[src/rtl/byte_rd_arbiter_pkg.sv]
// Shared types and constants for the byte-select read arbiter.
package byte_rd_arbiter_pkg;

  localparam int unsigned DEF_DATA_W  = 8;
  localparam int unsigned DEF_SEL_W   = 4;
  localparam int unsigned DEF_MAX_SEL = 8;
  localparam int unsigned CNT_W       = 8;

  typedef enum logic [1:0] {
    IDLE = 2'd0,
    SEL  = 2'd1,
    ACK  = 2'd2
  } state_t;

  typedef enum logic {
    REQ_A = 1'b0,
    REQ_B = 1'b1
  } req_id_t;

  // Saturating increment for the statistics counters.
  function automatic logic [CNT_W-1:0] sat_inc(input logic [CNT_W-1:0] v);
    return (v == '1) ? v : v + CNT_W'(1);
  endfunction

endpackage

[src/rtl/byte_rd_arbiter_rr_pick2.sv]
// Two-way round-robin picker: the side that did not win last time wins a tie.
module rr_pick2
  import byte_rd_arbiter_pkg::*;
(
  input  logic    req_a,
  input  logic    req_b,
  input  req_id_t last_grant,
  output logic    grant_valid,
  output req_id_t grant_id
);

  // Pick a winner from the current request levels.
  always_comb begin
    grant_valid = req_a | req_b;
    grant_id    = REQ_A;
    if (req_b && (!req_a || (last_grant == REQ_A))) begin
      grant_id = REQ_B;
    end
  end

endmodule

[src/rtl/byte_rd_arbiter.sv]
// Round-robin arbiter and sequencer for the shared byte-select read path.
// Optional statistics counters: define BYTE_RD_ARBITER_STATS_EN.
module byte_rd_arbiter
  import byte_rd_arbiter_pkg::*;
#(
  parameter int unsigned DATA_W  = DEF_DATA_W,
  parameter int unsigned SEL_W   = DEF_SEL_W,
  parameter int unsigned MAX_SEL = DEF_MAX_SEL
) (
  input  logic              clk,
  input  logic              rst_n,
  input  logic              req_a,
  input  logic [SEL_W-1:0]  addr_a,
  output logic              ack_a,
  output logic [DATA_W-1:0] data_a,
  output logic              err_a,
  input  logic              req_b,
  input  logic [SEL_W-1:0]  addr_b,
  output logic              ack_b,
  output logic [DATA_W-1:0] data_b,
  output logic              err_b,
  output logic [SEL_W-1:0]  mux_sel,
  input  logic [DATA_W-1:0] mux_data,
`ifdef BYTE_RD_ARBITER_STATS_EN
  output logic [CNT_W-1:0]  gcnt_a,
  output logic [CNT_W-1:0]  gcnt_b,
  output logic [CNT_W-1:0]  conflict_cnt,
`endif
  output logic              busy
);

  state_t            state, state_d;
  req_id_t           winner, winner_d;
  req_id_t           last_grant, last_grant_d;
  logic              clamp, clamp_d;
  logic [SEL_W-1:0]  mux_sel_d;
  logic              ack_a_d, ack_b_d;
  logic [DATA_W-1:0] data_a_d, data_b_d;
  logic              err_a_d, err_b_d;
  logic              busy_d;
  logic              grant_valid;
  req_id_t           grant_id;
  logic [SEL_W-1:0]  pick_addr;
  logic              pick_oor;
  logic [DATA_W-1:0] cap_byte;

  rr_pick2 u_pick (
    .req_a       (req_a),
    .req_b       (req_b),
    .last_grant  (last_grant),
    .grant_valid (grant_valid),
    .grant_id    (grant_id)
  );

  // Winner's address and range check; only consumed in IDLE.
  always_comb begin
    pick_addr = (grant_id == REQ_A) ? addr_a : addr_b;
    pick_oor  = (pick_addr > SEL_W'(MAX_SEL));
    cap_byte  = clamp ? '0 : mux_data;
  end

  // Next-state and next-output logic.
  always_comb begin
    state_d      = state;
    winner_d     = winner;
    last_grant_d = last_grant;
    clamp_d      = clamp;
    mux_sel_d    = mux_sel;
    ack_a_d      = 1'b0;
    ack_b_d      = 1'b0;
    data_a_d     = data_a;
    data_b_d     = data_b;
    err_a_d      = err_a;
    err_b_d      = err_b;
    busy_d       = busy;
    case (state)
      IDLE: begin
        if (grant_valid) begin
          winner_d  = grant_id;
          clamp_d   = pick_oor;
          mux_sel_d = pick_oor ? '0 : pick_addr;
          busy_d    = 1'b1;
          state_d   = SEL;
        end
      end
      SEL: begin
        if (winner == REQ_A) begin
          data_a_d = cap_byte;
          err_a_d  = clamp;
          ack_a_d  = 1'b1;
        end else begin
          data_b_d = cap_byte;
          err_b_d  = clamp;
          ack_b_d  = 1'b1;
        end
        state_d = ACK;
      end
      ACK: begin
        last_grant_d = winner;
        busy_d       = 1'b0;
        state_d      = IDLE;
      end
      default: begin
        busy_d  = 1'b0;
        state_d = IDLE;
      end
    endcase
  end

  // State and registered outputs; reset aborts any transfer in flight.
  always_ff @(posedge clk or negedge rst_n) begin
    if (!rst_n) begin
      state      <= IDLE;
      winner     <= REQ_A;
      last_grant <= REQ_B;
      clamp      <= 1'b0;
      mux_sel    <= '0;
      ack_a      <= 1'b0;
      ack_b      <= 1'b0;
      data_a     <= '0;
      data_b     <= '0;
      err_a      <= 1'b0;
      err_b      <= 1'b0;
      busy       <= 1'b0;
    end else begin
      state      <= state_d;
      winner     <= winner_d;
      last_grant <= last_grant_d;
      clamp      <= clamp_d;
      mux_sel    <= mux_sel_d;
      ack_a      <= ack_a_d;
      ack_b      <= ack_b_d;
      data_a     <= data_a_d;
      data_b     <= data_b_d;
      err_a      <= err_a_d;
      err_b      <= err_b_d;
      busy       <= busy_d;
    end
  end

`ifdef BYTE_RD_ARBITER_STATS_EN
  // Saturating grant and contention counters.
  always_ff @(posedge clk or negedge rst_n) begin
    if (!rst_n) begin
      gcnt_a       <= '0;
      gcnt_b       <= '0;
      conflict_cnt <= '0;
    end else begin
      if (state == ACK && winner == REQ_A) gcnt_a <= sat_inc(gcnt_a);
      if (state == ACK && winner == REQ_B) gcnt_b <= sat_inc(gcnt_b);
      if (state == IDLE && req_a && req_b) conflict_cnt <= sat_inc(conflict_cnt);
    end
  end
`endif

endmodule
[config.mk]
export PLATFORM = sky130hd
export DESIGN_NAME = byte_rd_arbiter
export DESIGN_NICKNAME = d
export VERILOG_FILES = /design/src/rtl/byte_rd_arbiter_pkg.sv /design/src/rtl/byte_rd_arbiter_rr_pick2.sv /design/src/rtl/byte_rd_arbiter.sv
export SDC_FILE = /design/constraint.sdc
export NUM_CORES = 1
export LEC_CHECK = 0
export CAP_MARGIN = 10
export CORE_ASPECT_RATIO = 0.75
export CORE_MARGIN = 5
export CORE_UTILIZATION = 44
export CTS_CLUSTER_DIAMETER = 60
export DETAILED_ROUTE_END_ITERATION = 10
export HOLD_SLACK_MARGIN = 0.12
export MAX_ROUTING_LAYER = met4
export PLACE_DENSITY_LB_ADDON = 0.1
export SLEW_MARGIN = 40
export SYNTH_ARGS = -nofsm -noshare
export SYNTH_HDL_FRONTEND = slang
export SYNTH_SLANG_ARGS = --single-unit
[constraint.sdc]
create_clock -name clk -period 1.66 [get_ports clk]
set_clock_uncertainty 0.2 [all_clocks]
set_input_delay 0.249 -clock clk [delete_from_list [all_inputs] [get_ports clk]]
set_output_delay 0.249 -clock clk [all_outputs]
set_load 0.02 [all_outputs]
==> impl_metrics.toml <==
[sta]
setup_ws_ps = 130
timing.final.crit_share_pct = 92.2
setup_viol = 0
worst_pin_slew_ps = 361
rsz0062_at_grt = "no"
maxSlewViolCount = 0
fin_crit_ps = 1530
timing.fmax_mhz = 653
hold_viol = 0
tns_ps = 0
maxSlewHeadroom_pct = 75.8

[routing]
routedWlPerCell_um = 14.3
via_per_inst = 4.91
ant_nets = 0
drcViolationCount = 0
wirelength_um = 3110
dr.pass1.iters = 4
vias = 1065
dr.first_iter.drc_count = 36

[die]
start_util_pct = 47.4
dieArea_um2 = 4080
num_rows = 16
io_pins = 45
core_area_um2 = 2680
die_y_um = 56.6
die_x_um = 72.1

[power_and_ir_drop]
power_uw = 3420
power.leakage_uw = 0.000970
power_density_nw_per_um2 = 1780
vdd_drop_max_mv = 0.925

[yosys]
ys_types = 28
synth.cell_area_um2 = 1270
yosys_warnings = 0
ys_seq_area_share_pct = 59.2
syn_nets = 138
yosys_register_bits = 30
postSynthCellCount = 118
async_flop_share_pct = 100
synth_edf_count = 0
synthFlopType = "dfrtp_1"
avgSynthCellArea_um2 = 10.8

[critical_path]
rr_worst_depth = 4
path_max_fanout = 7
reg2reg_from = "winner"
required_ps = 1620
end_kind = "register"
reg2reg_to = "data_a[0]"
cp-start-kind = "register"
r2r_slack_ps = 130
worst-setup-path-type = "register to register"
critPathArrivalTime_ps = 1490
cp-startpoint = "winner"
crit_end = "data_a[0]"

[cts]
htree_levels = 2
cts.sinks = 30
root_buffer = "clkbuf_8"
insertion_delay_ps = 280
cts_tree = "done"
clockBufferDepth = 2
path_clk_slew_ps = 60
numCtsBuffers = 5

[placed_design]
dpl.hpwl_um = 2510
gp_congestion = 0.809
dpl_worst_slack_ps = -98.2
dp_cells = 208
io_buffer_count = 44

[layout]
layout_common_cells = "dfrtp_1 (29), dlygate4sd2_1 (24), clkdlybuf4s50_1 (19), nand2_1 (17), nand2b_1 (15)"
drive_above_1_share_pct = 16.6
final_common_cell = "dfrtp_1"
fin_cells = 217
final_nets = 200
num_antenna_cells = 0
synthToLayoutAreaGrowth_pct = 51.4

[global_routing]
grt.met3_usage_pct = 4.28
grt_usage_pct = 17.4
grt_pass1_vias = 1154
top_usage_layer = "met2"
grt_pass1_wl_um = 5220
grtUsageMet2_pct = 28.3
antenna_found_initial = 0
grtUsageMet1_pct = 21.3
grt_max_degree = 19
overflow = 0

[status]
outcome = "complete, no violations"

[run]
drv_cap = 0

[worst_hold_path]
hold_class = "register to register"
hold_start = "data_a[1]"
## area by class of cell
type | count | area [um^2]
fillers | 228 | 758
flip-flops and latches | 30 | 752
multi-input cells | 80 | 480
inverters | 4 | 15.0
clock buffers | 7 | 86.3
well taps | 36 | 45.0
repair buffers | 59 | 541
clock inverters | 1 | 5.00
## per-layer routing
metal	part of all wire (%)	vias to the layer above
li1	-	523
met1	44	503
met2	50	31
met3	4.5	8
met4	1.4	0
met5	0	-
## sequential cells by signal, summed over array words and instances (netlist names)
| name | flops |
|---|---|
| data_b | 8 |
| ack_a | 1 |
| last_grant | 1 |
| state | 2 |
| ack_b | 1 |
| winner | 1 |
| err_b | 1 |
| data_a | 8 |
| mux_sel | 4 |
| err_a | 1 |
| busy | 1 |
| clamp | 1 |
## power breakdown
part	total (uW)	internal [uW]	switching, uW	leakage [uW]
logic	1580	735	847	0.000543
clock network	594	334	260	0.0000482
registers	1250	1060	187	0.000379
## per-stage QoR
step | instance area (um^2) | utilization (%) | hold WS (ps)
2_1_floorplan | 1270 | - | -247
3_3_place_gp | 1850 | 69.0 | 259
3_5_place_dp | 1850 | 69.0 | 271
4_1_cts | 1920 | 71.6 | 277
5_1_grt | 1920 | 71.7 | 308
6_report | 1920 | 71.7 | 270
## cells in the mapped netlist (2+ instances only)
| library cell | n | area [um^2] |
|---|---|---|
| mux2_2 | 5 | 56.3 |
| clkbuf_1 | 2 | 7.51 |
| nand2_1 | 17 | 63.8 |
| nor2_1 | 2 | 7.51 |
| o21ai_1 | 6 | 30.0 |
| nand2b_1 | 15 | 93.8 |
| mux2i_1 | 3 | 30.0 |
| nand4_1 | 2 | 12.5 |
| inv_1 | 4 | 15.0 |
| o21ai_0 | 14 | 70.1 |
| nor2b_1 | 2 | 12.5 |
| nor3_1 | 2 | 10.0 |
| dfrtp_1 | 29 | 726 |
## worst min-delay path by stage
stage                 to  slack [ps]  cells past startpoint
2_1_floorplan      ack_a        -250                      0
3_3_place_gp   data_a[0]         260                      2
3_5_place_dp   data_b[2]         270                      2
4_1_cts        data_a[1]         280                      2
5_1_grt        data_b[5]         310                      2
6_report       data_a[1]         270                      2
## critical path, cell delays in order (launching register included)
cell     delay, ps
dfrtp_1        410
or3b_1         460
buf_4          200
nand2_1         60
o21ai_0         80
## timing repair
item | CTS | global route
hold endpoints to repair | 4 | 0
setup endpoints to repair | 24 | 1
gates resized for setup | 24 | 1
hold buffers | 1 | 0
setup buffers | 0 | 0
## cells by family after synthesis
family                 Yosys count  synth area share [%]
AO/OA/AOI/OAI                   25                  10.9
multiplexers                     9                  7.97
buffers and inverters            8                  3.05
AND/OR/NAND/NOR                 46                  18.9
flip-flops                      30                  59.2
No activity file was read; power rests on OpenSTA's default activity.
